===== config.mk =====
export PLATFORM = sky130hd
export DESIGN_NAME = fifo_wr_arbiter
export DESIGN_NICKNAME = d
export VERILOG_FILES = /design/src/rtl/fifo_arb_pkg.sv /design/src/rtl/rr_pick.sv /design/src/rtl/fifo_wr_arbiter.sv
export SDC_FILE = /design/constraint.sdc
export NUM_CORES = 1
export LEC_CHECK = 0
export CAP_MARGIN = 30
export CORE_MARGIN = 1.5
export CORE_UTILIZATION = 25
export CTS_BUF_LIST = sky130_fd_sc_hd__clkbuf_4 sky130_fd_sc_hd__clkbuf_8
export DETAILED_ROUTE_END_ITERATION = 8
export PLACE_DENSITY = 0.8
export SLEW_MARGIN = 5
export SYNTH_ARGS = -nofsm -noshare
export SYNTH_HDL_FRONTEND = slang
export SYNTH_HIERARCHICAL = 1
export SYNTH_SLANG_ARGS = --single-unit
export TNS_END_PERCENT = 100

===== constraint.sdc =====
create_clock -name clk_i -period 2.2 [get_ports clk_i]
set_input_delay 0.33 -clock clk_i [delete_from_list [all_inputs] [get_ports clk_i]]
set_output_delay 0.33 -clock clk_i [all_outputs]
set_load 0.02 [all_outputs]

===== src/rtl/fifo_arb_pkg.sv =====
// Shared types and helpers for the fifo write-port arbiter family.
package fifo_arb_pkg;

    typedef enum logic [0:0] {
        ArbIdle,
        ArbLocked
    } arb_state_e;

    // Modular increment with an explicit compare, so non-power-of-2 counts wrap correctly.
    function automatic int unsigned rr_next(input int unsigned idx, input int unsigned n);
        return (idx + 1 >= n) ? 0 : idx + 1;
    endfunction

endpackage


===== src/rtl/rr_pick.sv =====
// Combinational round-robin priority scan: first set bit of req at or after prio, wrapping.
module rr_pick #(
    parameter int unsigned NumReq = 4,
    parameter int unsigned IdW    = $clog2(NumReq)
) (
    input  logic [NumReq-1:0] req,
    input  logic [IdW-1:0]    prio,
    output logic [IdW-1:0]    idx,
    output logic              found
);

    always_comb begin
        logic [IdW:0] cand;
        // NOTE: every output of a combinational block gets a default first, so no path leaves it unassigned and infers a latch.
        idx   = prio;
        found = 1'b0;
        cand  = '0;
        for (int unsigned off = 0; off < NumReq; off++) begin
            // prio + off stays below 2*NumReq, so one conditional subtract is the whole modulo.
            cand = {1'b0, prio} + (IdW+1)'(off);
            if (cand >= (IdW+1)'(NumReq)) begin
                cand = cand - (IdW+1)'(NumReq);
            end
            if (!found && req[cand[IdW-1:0]]) begin
                idx   = cand[IdW-1:0];
                found = 1'b1;
            end
        end
    end

endmodule


===== src/rtl/fifo_wr_arbiter.sv =====
// Round-robin arbiter sharing one fifo write port; multi-beat packets hold the grant until last.
module fifo_wr_arbiter
    import fifo_arb_pkg::*;
#(
    parameter int unsigned  NumReq = 4,
    parameter int unsigned  Width  = 32,
    localparam int unsigned IdW    = $clog2(NumReq)
) (
    input  logic                         clk_i,
    input  logic                         rst_ni,
    input  logic [NumReq-1:0]            req_valid_i,
    input  logic [NumReq-1:0][Width-1:0] req_data_i,
    input  logic [NumReq-1:0]            req_last_i,
    output logic [NumReq-1:0]            req_ready_o,
    output logic                         fifo_wr_valid_o,
    output logic [Width-1:0]             fifo_wr_data_o,
    input  logic                         fifo_wr_ready_i,
    output logic [IdW-1:0]               grant_id_o,
    output logic                         locked_o
);

    arb_state_e     state_q, state_d;
    logic [IdW-1:0] owner_q, owner_d;
    logic [IdW-1:0] prio_q,  prio_d;

    logic [IdW-1:0] pick_idx;
    logic           pick_found;
    logic [IdW-1:0] grant_id;
    logic           grant_valid;
    logic           xfer;

    rr_pick #(
        .NumReq (NumReq),
        .IdW    (IdW)
    ) u_pick (
        .req   (req_valid_i),
        .prio  (prio_q),
        .idx   (pick_idx),
        .found (pick_found)
    );

    always_comb begin
        state_d     = state_q;
        owner_d     = owner_q;
        prio_d      = prio_q;
        grant_id    = prio_q;
        grant_valid = 1'b0;

        case (state_q)
            ArbIdle: begin
                grant_id    = pick_idx;
                grant_valid = pick_found;
            end
            ArbLocked: begin
                // The owner keeps the port even while it bubbles.
                grant_id    = owner_q;
                grant_valid = req_valid_i[owner_q];
            end
            default: ;
        endcase

        xfer = grant_valid && fifo_wr_ready_i;

        if (xfer) begin
            if (req_last_i[grant_id]) begin
                state_d = ArbIdle;
                prio_d  = IdW'(rr_next(32'(grant_id), NumReq));
            end else begin
                state_d = ArbLocked;
                owner_d = grant_id;
            end
        end
    end

    always_comb begin
        req_ready_o = '0;
        if (xfer) begin
            req_ready_o[grant_id] = 1'b1;
        end
    end

    assign fifo_wr_valid_o = grant_valid;
    assign fifo_wr_data_o  = req_data_i[grant_id];
    assign grant_id_o      = grant_id;
    assign locked_o        = (state_q == ArbLocked);

    always_ff @(posedge clk_i or negedge rst_ni) begin
        // NOTE: registers are updated with non-blocking assignments so every flop samples pre-edge values.
        if (!rst_ni) begin
            state_q <= ArbIdle;
            owner_q <= '0;
            prio_q  <= '0;
        end else begin
            state_q <= state_d;
            owner_q <= owner_d;
            prio_q  <= prio_d;
        end
    end

    a_ready_onehot: assert property (@(posedge clk_i) disable iff (!rst_ni)
        $onehot0(req_ready_o));

    a_locked_owner: assert property (@(posedge clk_i) disable iff (!rst_ni)
        locked_o |-> (grant_id_o == owner_q));

endmodule


==> run metrics <==
diode count 0; CTS tree yes; total grt overflow 0; Total GRT Usage between 20% and 30%; Reg clk slew, reported paths ~40 ps; Critical Path Max Stage Delay 410 ps; worst path arrival time 2220 ps; Crit path top cell by count buf_4; WL final between 8000 and 9000 um; Critical Path RT ~1900 ps; sequential area share after synthesis under 10%; cell row count 27; Final Non-Filler Cells approximately 540; period utilization 116%; Die Wd approximately 80 um; number of global-route vias before repair 2874; Ports ~180; vias per inst between 5 and 6; die area 6420 sq um; Register Area around 130 sq um; H-tree depth 1; crit path max fanout 11; simple-gate portion of the synthesized area approximately 55%; VDD IR-drop max roughly 0.91 mV; Final Hold Viols 0; clk root buf clkbuf_8; Synth async-reset ratio 100%; Slew headroom 71.8%; Synth warnings 6; violated checks negative setup slack; library cells used by synthesis 31; initial drt markers 76; CTS Buf Count 3; first-pass GRT wire length about 13000 um; Combinational Power Share between 90% and 100%; post-synth top area share ~34%; Initial Util a little over a quarter; worst slack, placed -1080 ps; Post-Synth Adder-Cell Area around 3.4%; Synth Flop Type dfrtp_1; Final nets 615; setup TNS -10590 ps; share of cells above drive strength 1 ~36%; Setup crit start kind flip-flop; Cell Int Power about 3.6 mW; Routability Congestion around 0.85; Finish-stage setup viols 40; Die Y 80.1 um; antenna violations before repair 0; Crit. End Element primary output; top post-synthesis cells by area nand2_1 34%, a31oi_1 14%, and3_1 13%; FMAX 0.392 GHz; CP top delay family buffers and inverters; dpl hpwl 6010 um; #FFs+latches synth 5; drt wl/cell between 15 and 20 um; CP Cell Sequence nand2b_4 > a21oi_4 > a221oi_4 > mux2i_4 > buf_4 > buf_4 > buf_16 > nand2_1 > and3_4 > a31oi_1 > buf_4; Antenna Nets Post-Route 0; Compound-Gate Fraction of Synth Area around 18%; clk buf depth 2; Clock power frac between 2 and 3%; Sw Pwr 3.27 mW; XOR/XNOR Fraction of Synth Area 0%; RSZ-0062 raised after global routing yes; routed via count 2772; reg2reg setup slack -350 ps; Synth area leader nand2_1; count leader, synth nand2_1; Mapped Cells 269; Hold WC Path Type in -> async; Mean Syn Cell Area roughly 5.5 sq um; Final WS setup -350 ps; post-synthesis mux area share 8.24%; area delta synth->final 191%; Port Buffers around 180; largest net degree at the start of global routing 23; number of synthesized flops with an enable pin 0; minimum clock period 2550 ps; Sink Count 5; main combinational cell family by area after synthesis simple AND/OR/NAND/NOR gates; sequential share of power around 2.9%; First-pass DRT Iterations 4; synthesized area 1490 sq um; status finished with violations; fill count 396; PwrDens 1580 nW/um^2; core box area approximately 5600 sq um; Worst Tran Pin Value 422 ps; DRC Markers 0; CTS Hold Bufs 0; max-slew violation count 0; Multi-input gate area 1800 sq um; CP Buf/Inv Count 4; top cells by count, synth 135 x nand2_1, 33 x a31oi_1, 32 x and3_1; maxcap violations 0; Clk Latency, worst-skew pair 220 ps; slowest CP cell dfrtp_1; total nets after synthesis a little over 400; clock skew approximately 1.1 ps; Sw Ratio a little under half; Pleak between 1.5 and 2 nW; dpl cells ~520; critical path class reg -> out
-- power by group through the flow --
| stage | sequential [mW] | combinational [mW] | clock, mW |
|---|---|---|---|
| finish | 0.201 | 6.45 | 0.182 |
| global route | 0.206 | 6.85 | 0.191 |
| CTS | 0.191 | 6.12 | 0.185 |
| detailed placement | 0.191 | 5.15 | 0 |
| global placement | 0.184 | 5.09 | 0 |
| floorplan | 0.190 | 3.01 | 0 |
-- layer usage --
metal | track usage [%] | part of all wire, % | vias to the layer above | wire [um]
met5 | 0 | 0 | - | 0
li1 | - | - | 1328 | -
met1 | 27.4 | 37 | 1287 | 3300
met4 | 7.07 | 2.4 | 0 | 215
met3 | 4.89 | 8.1 | 18 | 720
met2 | 49.4 | 52 | 139 | 4660
-- stage by stage --
stage | power (mW) | hold WS (ps) | area, sq um | utilization [%]
after floorplan | 3.20 | 34.4 | 1760 | -
after global placement | 5.27 | 529 | 3770 | 67.3
after detailed placement | 5.34 | 552 | 3770 | 67.3
after CTS | 6.50 | 349 | 4160 | 74.3
after global routing | 7.24 | 372 | 4330 | 77.2
final | 6.83 | 347 | 4330 | 77.2
-- final timing paths --
path / startpoint / to / cells past startpoint
max: prio_q[0]$_DFFE_PN0P_ / fifo_wr_data_o[5] / 11
min: rst_ni / locked_o$_DFFE_PN0P_ / 1
max reg2reg: prio_q[0]$_DFFE_PN0P_ / owner_q[0]$_DFFE_PN0P_ / 10
min reg2reg: prio_q[1]$_DFFE_PN0P_ / prio_q[1]$_DFFE_PN0P_ / 1
max in group asynchronous: rst_ni / prio_q[1]$_DFFE_PN0P_ / 1
min in group clk_i: prio_q[1]$_DFFE_PN0P_ / prio_q[1]$_DFFE_PN0P_ / 1
-- layout make-up --
cell class	instances	share of cell area, %
well taps	72	2.08
repair buffers	219	51.9
flip-flops and latches	5	2.92
multi-input cells	240	41.6
inverters	3	0.376
clock buffers	4	1.13
-- cell families after synthesis --
kind of cell	after synthesis
buffers and inverters	24
muxes	9
and+or+nand+nor	186
AOI/OAI and AO/OA	41
DFF	5
adders and majority gates	4
-- layout by cell type, fill, tap and decap left out, types with 2 or more instances in the layout --
master / netlist / routed
a31oi_1: 33 / 3
a31oi_2: 0 / 18
a31oi_4: 0 / 12
and2_1: 4 / 3
and3_1: 32 / 10
and3_4: 0 / 22
buf_12: 0 / 9
buf_2: 3 / 4
buf_4: 0 / 42
buf_6: 0 / 19
buf_8: 0 / 3
clkbuf_8: 0 / 3
clkdlybuf4s50_1: 0 / 135
dfrtp_1: 5 / 4
ha_1: 4 / 2
mux2_4: 0 / 2
mux2i_1: 3 / 3
mux2i_4: 1 / 2
nand2_1: 135 / 121
nand2_2: 0 / 10
nand2_4: 0 / 4
nand2b_1: 3 / 2
nand3b_1: 3 / 3
nor2_2: 0 / 2
nor2b_2: 0 / 2
-- state kept, by name, indices dropped and copies added (netlist names) --
name,count
owner_q,2
locked_o,1
prio_q,2
-- timing repair --
| item | in CTS | in global routing |
|---|---|---|
| gates resized for setup | 248 | 61 |
| setup endpoints to repair | 44 | 44 |
| pin swaps | 12 | 12 |
| hold endpoints to repair | 0 | 0 |
| setup buffers | 11 | 4 |
| cloned | 5 | 1 |
Power figures use the tool's default switching activity.
